$ cat src/rtl/game_flow_ctrl.sv
// SkyHop screen sequencer: start screen -> game -> fall delay -> end screen,
// with restart pulse, final/best score capture and end-screen prompt blink.
module game_flow_ctrl #(
  parameter int unsigned FAIL_DELAY_SEC  = 1,
  parameter int unsigned END_LOCKOUT_SEC = 2
) (
  input  logic        clk,
  input  logic        rst,
  input  logic        space,
  input  logic        one_sec_tick,
  input  logic        jump_fail,
  input  logic [11:0] score,
  output logic        start_en,
  output logic        game_en,
  output logic        end_en,
  output logic        blink_en,
  output logic        game_rst,
  output logic [11:0] final_score,
  output logic [11:0] best_score,
  output logic        new_best
);

  typedef enum logic [1:0] {
    S_IDLE = 2'd0,
    S_PLAY = 2'd1,
    S_FAIL = 2'd2,
    S_END  = 2'd3
  } state_t;

  state_t      state_q, state_d;
  logic        space_q;
  logic [3:0]  cnt_q, cnt_d;
  logic        blink_q, blink_d;
  logic        game_rst_q, game_rst_d;
  logic [11:0] final_q, final_d;
  logic [11:0] best_q, best_d;
  logic        new_best_q, new_best_d;
  logic        press;

  assign press = space & ~space_q;

  // One counter serves both the fall delay (FAIL) and the spacebar lockout (END).
  always_comb begin
    state_d    = state_q;
    cnt_d      = cnt_q;
    blink_d    = blink_q;
    game_rst_d = 1'b0;
    final_d    = final_q;
    best_d     = best_q;
    new_best_d = new_best_q;
    case (state_q)
      S_IDLE: begin
        if (press) begin
          state_d    = S_PLAY;
          game_rst_d = 1'b1;
        end
      end
      S_PLAY: begin
        if (jump_fail) begin
          state_d = S_FAIL;
          cnt_d   = 4'(FAIL_DELAY_SEC);
        end
      end
      S_FAIL: begin
        if (one_sec_tick) begin
          if (cnt_q == 4'd1) begin
            state_d = S_END;
            final_d = score;
            blink_d = 1'b1;
            cnt_d   = 4'(END_LOCKOUT_SEC);
            if (score > best_q) begin
              best_d     = score;
              new_best_d = 1'b1;
            end else begin
              new_best_d = 1'b0;
            end
          end else begin
            cnt_d = cnt_q - 4'd1;
          end
        end
      end
      S_END: begin
        if (one_sec_tick) begin
          blink_d = ~blink_q;
          if (cnt_q != 4'd0) cnt_d = cnt_q - 4'd1;
        end
        // Lockout is judged on the pre-tick count, so a press riding the last tick is dropped.
        if (press && cnt_q == 4'd0) begin
          state_d    = S_PLAY;
          game_rst_d = 1'b1;
          new_best_d = 1'b0;
          blink_d    = 1'b0;
          cnt_d      = '0;
        end
      end
      default: state_d = S_IDLE;
    endcase
  end

  always_ff @(posedge clk) begin
    if (rst) begin
      state_q    <= S_IDLE;
      space_q    <= 1'b0;
      cnt_q      <= '0;
      blink_q    <= 1'b0;
      game_rst_q <= 1'b0;
      final_q    <= '0;
      best_q     <= '0;
      new_best_q <= 1'b0;
    end else begin
      state_q    <= state_d;
      space_q    <= space;
      cnt_q      <= cnt_d;
      blink_q    <= blink_d;
      game_rst_q <= game_rst_d;
      final_q    <= final_d;
      best_q     <= best_d;
      new_best_q <= new_best_d;
    end
  end

  assign start_en    = (state_q == S_IDLE);
  assign game_en     = (state_q == S_PLAY) || (state_q == S_FAIL);
  assign end_en      = (state_q == S_END);
  assign blink_en    = blink_q & end_en;
  assign game_rst    = game_rst_q;
  assign final_score = final_q;
  assign best_score  = best_q;
  assign new_best    = new_best_q;

endmodule

$ cat config.mk
export PLATFORM = sky130hd
export DESIGN_NAME = game_flow_ctrl
export DESIGN_NICKNAME = d
export VERILOG_FILES = /design/src/rtl/game_flow_ctrl.sv
export SDC_FILE = /design/constraint.sdc
export NUM_CORES = 1
export LEC_CHECK = 0
export BUFFER_PORTS_ARGS = -buffer_cell sky130_fd_sc_hd__buf_2
export CAP_MARGIN = 20
export CORE_AREA = 2 2 65 67
export DETAILED_ROUTE_END_ITERATION = 6
export DIE_AREA = 0 0 67 69
export PLACE_DENSITY = 0.77
export SETUP_SLACK_MARGIN = 0.3
export SYNTH_ARGS = -nofsm -noshare
export SYNTH_HDL_FRONTEND = slang
export SYNTH_SLANG_ARGS = --single-unit
$ cat constraint.sdc
create_clock -name clk -period 2.49 [get_ports clk]
set_input_delay 0.498 -clock clk [delete_from_list [all_inputs] [get_ports clk]]
set_output_delay 0.498 -clock clk [all_outputs]
set_load 0.01 [all_outputs]
==> results.toml <==
[power]
p_int_uw = 1070
power_uw = 1700
power_leakage_uw = 0.00111
clockPowerShare_pct = 25.2
peakVddDrop_mv = 0.620
power.density_nw_per_um2 = 710
switching_share_pct = 36.8
seqPwrFrac_pct = 37.6
p_sw_uw = 626
p_comb_share_pct = 37.2

[yosys]
seq_area_frac_synth_pct = 33.8
synth_area_sq_um = 2010
ys_types = 44
syn_inst = 242
syn_avg_cell_area_sq_um = 8.31
synthArstFlopShare_pct = 0
yosys_register_bits = 34
synth-edff-count = 0
synth_nets = 278
synth_flop_cell = "dfxtp_1"
ys_warn_count = 0

[floorplanning]
start_util_pct = 51.4
ios = 47
die_h_um = 69
rows = 23
dieArea_sq_um = 4620
core-area_sq_um = 3910
dieWidth_um = 67

[timing]
finalCritPeriodShare_pct = 81.7
timing.final.crit_period_ps = 2030
fmax_mhz = 491
slew_headroom_pct = 52.8
tns_ps = 0
hold_viol = 0
fin_hold_ws_ps = 448
setup_viol = 0
rsz0062_at_grt = "no"
max_slew.worst_pin.slew_ps = 703
finalMaxSlewViolations = 0
finClkSkew_ps = 7.14

[global_route]
antenna_found_initial = 0
grt_max_degree = 34
grt_pass1_vias = 1849
grt_remaining_overflow = 0
grt_usage_pct = 22.7
grt_first_pass_wirelength_mm = 8.22

[worst_setup_path]
timing.rr.start = "cnt_q[0]"
critPathLaunchType = "flip-flop"
slowest_delay_ps = 400
critical-path-slowest-cell = "or3b_4"
cp_top_family = "compound AO/OA/AOI/OAI gates"
cp_max_fo = 4
startpoint = "cnt_q[0]"
path_class = "flip-flop to flip-flop"
critPathBufInv = 1
cp_data_required_time_ps = 2720
worstPathCellList = "inv_1, ha_1, or3b_4, o21a_1, a211o_1, a221o_1, a21oi_2"
cp.arrival_ps = 2270
endpoint_kind = "flip-flop"

[placement]
place_congestion = 0.849
io_buffers = 46
dp_hpwl_mm = 3.36

[cells_and_area]
drive_above_1_share_pct = 23.6
nets = 323
area_growth_pct = 19.1
antenna_cells = 0

[clocking]
clockBufferDepth = 2
worst_skew_pair.late_latency_ps = 290
cts_hold_buf = 0
ctsResizeCount = 0
cts_sinks = 34
cts_made_buffers = 5
cts_setup_buffers = 0
htree_num_levels = 2
clk_pin_slew_ps = 70
cts_root_buf = "clkbuf_8"
cts_tree = "built"

[detailed_routing]
drc = 0
wl_mm = 4.77
dr.pass1.iters = 4
via_per_inst = 5.79
first_iter_violations = 172
wl_per_cell_um = 14.1
ant_nets = 0
via_count = 1958

[hold_path]
min-delay-start = "space"
hp-class = "input port to flip-flop"

[run]
cap_violations = 0

[outcome]
outcome = "complete, no violations"
==> cells in the final DEF, fill, tap and decap left out, types with 2 or more instances in the layout <==
master	synthesis	final
a21oi_1	9	9
a32oi_1	12	12
buf_2	5	46
buf_4	0	6
clkbuf_8	0	6
dfxtp_1	34	34
ha_1	19	19
inv_1	22	22
mux2i_1	12	12
nand2_1	22	22
nand3_1	16	16
nand4_1	3	3
nand4b_1	2	2
nor2_1	28	28
nor2b_1	2	2
nor3_1	2	2
o21ai_0	6	6
o311ai_0	4	4
o311ai_1	8	8
==> state kept, by name, indices dropped and copies added (netlist names) <==
signal	count
cnt_q	4
final_score	12
best_score	12
state_q	2
space_q	1
game_rst	1
blink_q	1
new_best	1
==> cell type report <==
type | count | area, sq um
Fill cell | 387 | 1520
Multi-Input combinational cell | 171 | 1200
Clock buffer | 7 | 86.3
Clock inverter | 1 | 5.00
Tap cell | 50 | 62.6
Timing Repair Buffer | 52 | 275
Sequential cell | 34 | 681
Inverter | 23 | 86.3
==> power by group through the flow <==
stage	Sequential [uW]	Combinational (uW)	Clock [uW]
6_report	639	632	429
4_1_cts	639	621	440
2_1_floorplan	650	449	0
5_1_grt	649	710	460
3_5_place_dp	650	618	0
3_3_place_gp	649	605	0
==> Yosys cell counts (2+ instances only) <==
master,n,area [sq um]
a21oi_1,9,45.0
nor2b_1,2,12.5
o311ai_0,4,35.0
dfxtp_1,34,681
buf_2,5,25.0
o21ai_0,6,30.0
nand4b_1,2,17.5
mux2i_1,12,120
nand2_1,22,82.6
nand3_1,16,80.1
clkbuf_1,9,33.8
nor3_1,2,10.0
nand4_1,3,18.8
inv_1,22,82.6
ha_1,19,238
a211oi_1,2,15.0
nor2_1,28,105
a32oi_1,12,105
o311ai_1,8,70.1
==> metrics by stage <==
step	worst slack (ps)	area, sq um	cells	utilization (%)
final	455	2400	338	61.2
after global routing	364	2400	338	61.2
after CTS	415	2390	338	61.0
after detailed placement	279	2300	330	58.7
after global placement	302	2300	330	58.7
after floorplan	423	2010	242	-
==> kinds of logic (layout without fill, tap and decap cells) <==
| logic type | count (synthesis) | in the layout | synth area share [%] |
|---|---|---|---|
| AOI/OAI and AO/OA | 55 | 55 | 20.5 |
| xor gates and xnor gates | 1 | 1 | 0.435 |
| adders and majority gates | 19 | 19 | 11.8 |
| buffers and inverters | 37 | 83 | 7.21 |
| DFF | 34 | 34 | 33.8 |
| muxes | 12 | 12 | 5.97 |
| and+or+nand+nor | 84 | 84 | 20.3 |
==> worst paths after layout <==
kind | end | slack, ps | depth (start not counted)
setup / recovery | cnt_q[1] | 460 | 7
hold / removal | space_q | 450 | 2
setup reg to reg | cnt_q[1] | 460 | 7
hold reg to reg | cnt_q[1] | 490 | 2
==> metal layers <==
layer	global-route usage, %	part of all wire, %	vias up
met5	0	0	-
met4	9.30	2.0	0
met3	5.87	6.9	9
met2	34.3	44	72
met1	30.3	47	908
li1	-	-	969
No activity file was read; power rests on OpenSTA's default activity.
